<file path="src/rtl/instruction_fetch_unit.sv">
// rtl/instruction_fetch_unit.sv - PC sequencer with IDLE/FETCH/HALT FSM feeding a small fetch queue
// Reads an asynchronous ROM at the PC and queues {pc, instr} pairs for a ready/valid consumer.
module instruction_fetch_unit #(
  parameter logic [31:0] RESET_PC  = 32'h0000_0000,
  parameter int          QDEPTH    = 4,
  parameter logic [31:0] HALT_WORD = 32'hFFFF_FFFF
) (
  input  logic        clk,
  input  logic        rst,
  input  logic        fetch_en,
  output logic [31:0] imem_addr,
  input  logic [31:0] imem_data,
  input  logic        redirect_valid,
  input  logic [31:0] redirect_pc,
  output logic        out_valid,
  input  logic        out_ready,
  output logic [31:0] out_instr,
  output logic [31:0] out_pc,
  output logic        halted
);

  localparam int AW = $clog2(QDEPTH);
  localparam logic [AW:0] QD = (AW+1)'(QDEPTH);

  typedef enum logic [1:0] {IDLE, FETCH, HALT} state_t;

  state_t        state, state_next;
  logic [31:0]   pc;
  logic [31:0]   q_pc    [QDEPTH];
  logic [31:0]   q_instr [QDEPTH];
  logic [AW-1:0] wr_ptr, rd_ptr;
  logic [AW:0]   count;
  logic          push, pop;

  // Fullness is judged before any same-cycle pop, so a full queue never pushes.
  always_comb begin
    push = (state == FETCH) && fetch_en && (count < QD) && !redirect_valid;
    pop  = (count != '0) && out_ready && !redirect_valid;
  end

  always_comb begin
    state_next = state;
    case (state)
      IDLE:    if (fetch_en) state_next = FETCH;
      FETCH: begin
        if (push && imem_data == HALT_WORD) state_next = HALT;
        else if (!fetch_en)                 state_next = IDLE;
      end
      HALT:    state_next = HALT;
      default: state_next = IDLE;
    endcase
    if (redirect_valid) state_next = fetch_en ? FETCH : IDLE;
  end

  always_ff @(posedge clk) begin
    if (rst) begin
      state  <= IDLE;
      pc     <= RESET_PC;
      wr_ptr <= '0;
      rd_ptr <= '0;
      count  <= '0;
    end else begin
      state <= state_next;
      if (redirect_valid) begin
        pc     <= redirect_pc & 32'hFFFF_FFFC;
        wr_ptr <= '0;
        rd_ptr <= '0;
        count  <= '0;
      end else begin
        if (push) begin
          wr_ptr <= wr_ptr + 1'b1;
          pc     <= pc + 32'd4;
        end
        if (pop) rd_ptr <= rd_ptr + 1'b1;
        case ({push, pop})
          2'b10:   count <= count + 1'b1;
          2'b01:   count <= count - 1'b1;
          default: count <= count;
        endcase
      end
    end
  end

  // Storage needs no reset; an empty queue masks its contents to zero.
  always_ff @(posedge clk) begin
    if (push) begin
      q_pc[wr_ptr]    <= pc;
      q_instr[wr_ptr] <= imem_data;
    end
  end

  always_comb begin
    imem_addr = pc;
    out_valid = (count != '0);
    out_instr = out_valid ? q_instr[rd_ptr] : 32'h0;
    out_pc    = out_valid ? q_pc[rd_ptr]    : 32'h0;
    halted    = (state == HALT);
  end

endmodule

</file>
<file path="config.mk">
export PLATFORM = sky130hd
export DESIGN_NAME = instruction_fetch_unit
export DESIGN_NICKNAME = d
export VERILOG_FILES = /design/src/rtl/instruction_fetch_unit.sv
export SDC_FILE = /design/constraint.sdc
export NUM_CORES = 1
export LEC_CHECK = 0
export ABC_AREA = 1
export BUFFER_PORTS_ARGS = -buffer_cell sky130_fd_sc_hd__buf_2
export CAP_MARGIN = 20
export CORE_MARGIN = 8
export CORE_UTILIZATION = 35
export CTS_CLUSTER_SIZE = 8
export DETAILED_ROUTE_END_ITERATION = 10
export HOLD_SLACK_MARGIN = 0.15
export PLACE_DENSITY = 0.64
export SLEW_MARGIN = 20
export SYNTH_ARGS = -nofsm -noshare
export SYNTH_HDL_FRONTEND = slang
export SYNTH_SLANG_ARGS = --single-unit
export TNS_END_PERCENT = 1
</file>
<file path="constraint.sdc">
create_clock -name clk -period 8.95 [get_ports clk]
set_clock_uncertainty 0.1 [all_clocks]
set_input_delay 0.895 -clock clk [delete_from_list [all_inputs] [get_ports clk]]
set_output_delay 0.895 -clock clk [all_outputs]
set_load 0.01 [all_outputs]
</file>
==> metrics, run 1 <==
Synth Warn # 0; vias in the first global route 9006; sequence of cells on the critical path clkinv_2, buf_4, o21ai_0, a21oi_1, buf_2; die area 41700 µm²; RSZ-0062 raised after global routing false; worst-path fanout max 83; ratio of cells with drive above 1 in the final layout 0.1943; internal power 2.388 mW; status complete, no violations; drt pass-1 iters 5; sequential share of the synthesized area 0.6669; Routed WL 33400 µm; fin crit share 0.4379; RD Place Congestion 0.8639; Clock transition at path regs 0.06 ns; NetSw 0.6337 mW; CTS Sinks 289; worst setup path class flop to primary output; Placed Area 13600 µm²; Final ANT Viol Nets 0; Flop pwr share 0.500; gr ovfl total 0; min Tclk post-route 3.919 ns; Clk Latency, worst-skew pair 0.52 ns; CTS Root Cell clkbuf_16; Vias 8971; # rows 69; pwr/cell area 204.5 nW/µm²; post-synthesis cell area 12400 µm²; worst slew pin tran 0.9725 ns; count of pins over their slew limit 0; Area Overhead vs Synth 19.20%; met3 wire len 2161 µm; pre-CTS setup slack 5.109 ns; syn_area_per_cell 10.45 µm²; Die H 204.2 µm; DRT iter0 DRCs 463; post-cts resize count 0; count of final hold-check violations 0; peak supply drop 0.1006 mV; Vias/cell 4.929; final worst slack 5.031 ns; GRT Overall Usage 0.1572; setup slack, reg-to-reg 6.05 ns; logic gate share of total power 0.038; H-tree depth 2; detailed placer's ending HPWL 20190 µm; max_slew headroom 0.3501; hold buffer count at CTS 0; Post-synth EDFFs 248; top sig layer met4; Core Region 35220 µm²; final setup vio count 0; main flop type after synthesis edfxtp_1; Inserted Clock Buffers 42; CTS tree done; met1 WL 14730 µm; Max-Cap Viols 0; R2R depth 6; Worst Hold Class flop to flop; pin count of the biggest net entering global routing 97; Leakage 5.405 nW; Post-CTS Setup Bufs 0; CP arrival 2.92 ns; n_diodes 0; I/O pin count 167; setup_tns 0 ns; RR Startpoint state[1]; Die W 204.2 µm; Post-synth ARST share 0; Initial Util 0.3519; first-pass GRT wire length 51270 µm; Final nets 1418; Data required, critical path 7.96 ns; Met2 Routed Length 15810 µm; routed wire length per instance 18.35 µm; DR DRC count 0; Worst Hold Depth 2; critical path startpoint category flop; Tot Pwr 3.022 mW; #FFs+latches synth 289; critical path's slowest cell buf_4; clk buf depth 3; Port Buffer Count 160; clock power share 0.462; Design Area, Final 14780 µm²; Cell variety after synth 36; Synth Instances 1186; CP Capture Type primary output; initial antenna violation count 0; Reg-to-Reg End q_instr[1][25]; highest clock rate 255.1 MHz; max incr delay on CP 0.72 ns; Hold Path Origin rd_ptr[1]; final hold slack 0.3601 ns; Sw Share 0.2097
==> cells in the mapped netlist (10+ instances only) <==
cell type    n  share of area
a21oi_1     95          0.038
buf_2       20         0.0081
clkbuf_1    31         0.0094
dfxtp_1     41          0.066
edfxtp_1   248           0.60
inv_1       42          0.013
nand2_1    128          0.039
nand3_1     19         0.0077
nand4_1     10         0.0050
nor2_1     314          0.095
nor2_2      10         0.0050
o21ai_0    143          0.058
o21ai_1     10         0.0040
==> layout make-up <==
class	instances	area [µm²]
multi-input cells	787	3677
fillers	3351	20450
clock buffers	59	1136
well taps	461	576.8
flip-flops and latches	289	8273
repair buffers	170	895.9
inverters	52	200.2
clock inverters	2	17.52
==> power by group through the flow <==
stage	clock [mW]	combinational, mW	sequential, mW
after floorplan	0	0.0601	1.53
after global placement	0	0.115	1.53
after detailed placement	0	0.117	1.54
after CTS	1.43	0.117	1.51
after global routing	1.50	0.130	1.51
final	1.40	0.115	1.51
==> cells by family after synthesis <==
| family | share of synthesized area |
|---|---|
| DFF | 0.6669 |
| AOI/OAI and AO/OA | 0.1105 |
| adders and majority gates | 0.007670 |
| xor gates and xnor gates | 0.005652 |
| and+or+nand+nor | 0.1692 |
| other | 0.0003025 |
| buffers and inverters | 0.03977 |
==> worst max path at each step <==
stage / slack [ns] / depth (start not counted) / to / startpoint
after CTS: 4.93 / 5 / out_pc[17] / flop
final: 5.03 / 5 / out_pc[13] / flop
after detailed placement: 5.11 / 5 / q_instr[1][6] / redirect_valid
after floorplan: 4.47 / 4 / q_instr[0][0] / fetch_en
after global placement: 5.17 / 5 / q_pc[1][21] / redirect_valid
after global routing: 4.80 / 5 / out_pc[17] / flop
==> placed cells by master (no fill, tap or decap), types with 2 or more instances in the layout <==
master,netlist,layout
clkbuf_16,0,43
dfxtp_1,41,39
edfxtp_1,248,248
o21ai_1,10,10
nand3_2,2,2
nor2_4,4,8
a22o_1,6,6
ha_1,6,6
buf_2,20,160
conb_1,1,4
nand2_1,128,128
o21ai_0,143,143
nand4_1,10,10
xor2_1,7,7
a21oi_2,2,2
clkbuf_1,31,16
inv_2,9,7
nor2_8,2,2
inv_1,42,42
a21oi_1,95,95
clkinv_2,0,2
o21bai_1,2,2
nor2_2,10,10
buf_4,5,9
nand3_1,19,19
nand2_2,9,9
a31oi_1,7,7
nor2_1,314,310
==> critical path, delay by kind of cell (launching register included) <==
family	cells	cell delay [ns]
flops	1	0.45
buf+inv	3	1.35
compound gates	2	0.55
==> per-stage QoR <==
stage	std cells	util
final	1820	0.4195
after global routing	1820	0.4195
after floorplan	1189	-
after global placement	1758	0.3860
after detailed placement	1758	0.3860
after CTS	1819	0.4187
==> layer usage <==
layer | GRT usage | up-vias
met5 | 0 | -
li1 | - | 4387
met2 | 0.2655 | 281
met4 | 0.04217 | 0
met3 | 0.03376 | 50
met1 | 0.2019 | 4253
==> registers in the layout, indices dropped and copies added (netlist names), named ones only <==
signal and count:
wr_ptr 2, rd_ptr 2, q_instr 128, state 2, imem_addr 30, q_pc 120, count 3
Note: power is estimated with default switching activity, not from simulation.
==> run 2: changes to the inputs <==
--- a/config.mk
+++ b/config.mk
@@ -5,7 +5,7 @@
 export SDC_FILE = /design/constraint.sdc
 export NUM_CORES = 1
 export LEC_CHECK = 0
-export ABC_AREA = 1
+export ABC_AREA = 0
 export BUFFER_PORTS_ARGS = -buffer_cell sky130_fd_sc_hd__buf_2
 export CAP_MARGIN = 20
 export CORE_MARGIN = 8
==> constraint.sdc (replaced) <==
create_clock -name clk -period 3.9 [get_ports clk]
set_clock_uncertainty 0.1 [all_clocks]
set_input_delay 0.39 -clock clk [delete_from_list [all_inputs] [get_ports clk]]
set_output_delay 0.39 -clock clk [all_outputs]
set_load 0.01 [all_outputs]
==> run 2 against run 1 <==
Worst setup slack worse by 4.2 ns. Clock-buffer cell count rose by 2. Critical path depth shrank 1. Wire length fell by 12%. Critical path type unchanged. Power grew 130%. Highest routed layer unchanged. First-iteration DRC count is 16% lower.
==> metrics, run 2 <==
Inserted Clock Buffers 42 (unchanged); Clk Latency, worst-skew pair 0.52 ns (about the same); Routed WL 29430 µm (-12%); Hold Path Origin redirect_pc[29]; Vias 7177 (-20%); Data required, critical path 3.41 ns (-4.55 ns); Die W 199.9 µm (-2.1%); peak supply drop 0.3534 mV (+250%); fillcell total 2924 (-13%); Synth top area share 0.6288 (+0.02812); Met2 Routed Length 14320 µm (-9.4%); count of final hold-check violations 0 (unchanged); area of the multi-input gates 3369 µm² (-8.4%); Post-CTS Setup Bufs 0 (unchanged); Clock transition at path regs 0.05 ns (about the same); # rows 67 (-2.9%); Core Region 33450 µm² (-5.0%); met3 wire len 2072 µm (-4.1%); hold buffer count at CTS 61 (+61); Synth area leader edfxtp_1; n_diodes 0 (unchanged); most common cell after layout, fill and taps aside edfxtp_1; detailed placer's ending HPWL 18040 µm (-11%); most frequent cell after synthesis edfxtp_1; RD Place Congestion 0.7509 (-13%); die area 39980 µm² (-4.1%); sequential share of the synthesized area 0.6982 (+0.03122); max FFs per register 128 (unchanged); Final ANT Viol Nets 0 (unchanged); Synth Instances 711 (-40%); RR Startpoint state[1]; commonest non-fill, non-tap cells in the layout edfxtp_1, buf_2, and2_1; Initial Util 0.3541 (+0.002110); GRT Overall Usage 0.1462 (-0.01098); main flop type after synthesis edfxtp_1; worst setup path class flop to primary output; CTS tree done; routed wire length per instance 20.87 µm (+14%); Tot Pwr 6.974 mW (+130%); #FFs+latches synth 289 (unchanged); Leakage 5.138 nW (-4.9%); Reg area 8275 µm² (about the same); CTS Root Cell clkbuf_16; vias in the first global route 7692 (-15%); Synth Warn # 0 (unchanged); Most flops, register q_instr; Port Buffer Count 160 (unchanged); post-synthesis cell area 11840 µm² (-4.5%); initial antenna violation count 0 (unchanged); worst-path fanout max 29 (-65%); setup_tns 0 ns (unchanged); DRT iter0 DRCs 389 (-16%); Vias/cell 5.090 (+3.3%); max_slew headroom 0.3026 (-0.04750); CP Capture Type primary output; worst slew pin tran 1.037 ns (+0.06400 ns); Max-Cap Viols 0 (unchanged); pin count of the biggest net entering global routing 65 (-33%); Final nets 1018 (-28%); pwr/cell area 466.3 nW/µm² (+130%); min Tclk post-route 3.029 ns; DR DRC count 0 (unchanged); ratio of cells with drive above 1 in the final layout 0.3025 (+0.1082); post-cts resize count 0 (unchanged); highest clock rate 330.2 MHz; fin crit share 0.7766; gr ovfl total 0 (unchanged); final setup vio count 0 (unchanged); RSZ-0062 raised after global routing false; status complete, no violations; Worst Hold Class primary input to flop; CP arrival 2.54 ns (-0.38 ns); top cells by area, synth edfxtp_1, mux4_2, dfxtp_1; Commonest cells post-synth edfxtp_1, and2_1, mux4_2; Cell variety after synth 54 (+50%); first-pass GRT wire length 44810 µm (-13%); Area Overhead vs Synth 26.30%; CTS Sinks 289 (unchanged); drt pass-1 iters 5 (unchanged); Die H 199.9 µm (-2.1%); syn_area_per_cell 16.66 µm² (+59%); H-tree depth 2 (unchanged); count of pins over their slew limit 0 (unchanged); I/O pin count 167 (unchanged); met1 WL 12510 µm (-15%); critical path startpoint category flop; clk buf depth 3 (unchanged); Post-synth ARST share 0 (unchanged); top sig layer met4; Post-synth EDFFs 248 (unchanged)
run 2: kinds of logic (layout without fill, tap and decap cells):
| logic type | after synthesis | after routing | synth area share |
|---|---|---|---|
| other | 1 | 4 | 0.0003167 |
| muxes | 62 | 62 | 0.1179 |
| buffers and inverters | 59 | 307 | 0.02134 |
| adders and majority gates | 7 | 7 | 0.008029 |
| DFF | 289 | 289 | 0.6982 |
| AOI/OAI and AO/OA | 61 | 61 | 0.03803 |
| and+or+nand+nor | 217 | 217 | 0.1051 |
| xor gates and xnor gates | 15 | 15 | 0.01109 |
run 2: worst paths after layout:
| path | endpoint | slack, ns | cells after the start |
|---|---|---|---|
| max | out_instr[27] | 0.87 | 4 |
| min | imem_addr[29] | 0.21 | 4 |
| max reg2reg | count[2] | 1.19 | 9 |
| min reg2reg | wr_ptr[0] | 0.40 | 2 |
run 2: per-stage QoR:
stage / hold slack (ns) / cell area (µm²) / utilization / setup WS (ns) / instances
5_1_grt: 0.2036 / 14960 / 0.4472 / 0.6697 / 1410
3_3_place_gp: 0.3816 / 13190 / 0.3942 / 1.218 / 1285
2_1_floorplan: 0.3658 / 11850 / - / 0.7773 / 714
6_report: 0.2093 / 14960 / 0.4472 / 0.8714 / 1410
4_1_cts: 0.1592 / 14960 / 0.4472 / 0.7493 / 1410
3_5_place_dp: 0.3990 / 13190 / 0.3942 / 1.130 / 1285
run 2: critical path: stages (launching register included):
cell,delay [ns]
dfxtp_4,0.80
buf_4,0.37
mux4_2,0.53
and2_1,0.17
buf_2,0.14
run 2: metal layers:
| layer | vias to the layer above | GRT usage |
|---|---|---|
| met5 | - | 0 |
| met4 | 0 | 0.03869 |
| met3 | 55 | 0.03554 |
| met2 | 239 | 0.2477 |
| met1 | 3605 | 0.1858 |
| li1 | 3278 | - |
run 2: cell type report:
| class | instances | share of cell area |
|---|---|---|
| clock buffers | 61 | 0.07646 |
| clock inverters | 3 | 0.001171 |
| inverters | 13 | 0.003263 |
| multi-input cells | 366 | 0.2253 |
| flip-flops and latches | 289 | 0.5533 |
| well taps | 448 | 0.03748 |
| repair buffers | 230 | 0.1031 |
run 2: where the power goes:
group / leakage, nW / switching (mW) / internal (mW) / total [mW]
Combinational: 2.00 / 0.136 / 0.133 / 0.269
Clock: 0.561 / 1.24 / 2.00 / 3.24
Sequential: 2.58 / 0.0649 / 3.40 / 3.47
Total: 5.14 / 1.44 / 5.53 / 6.97
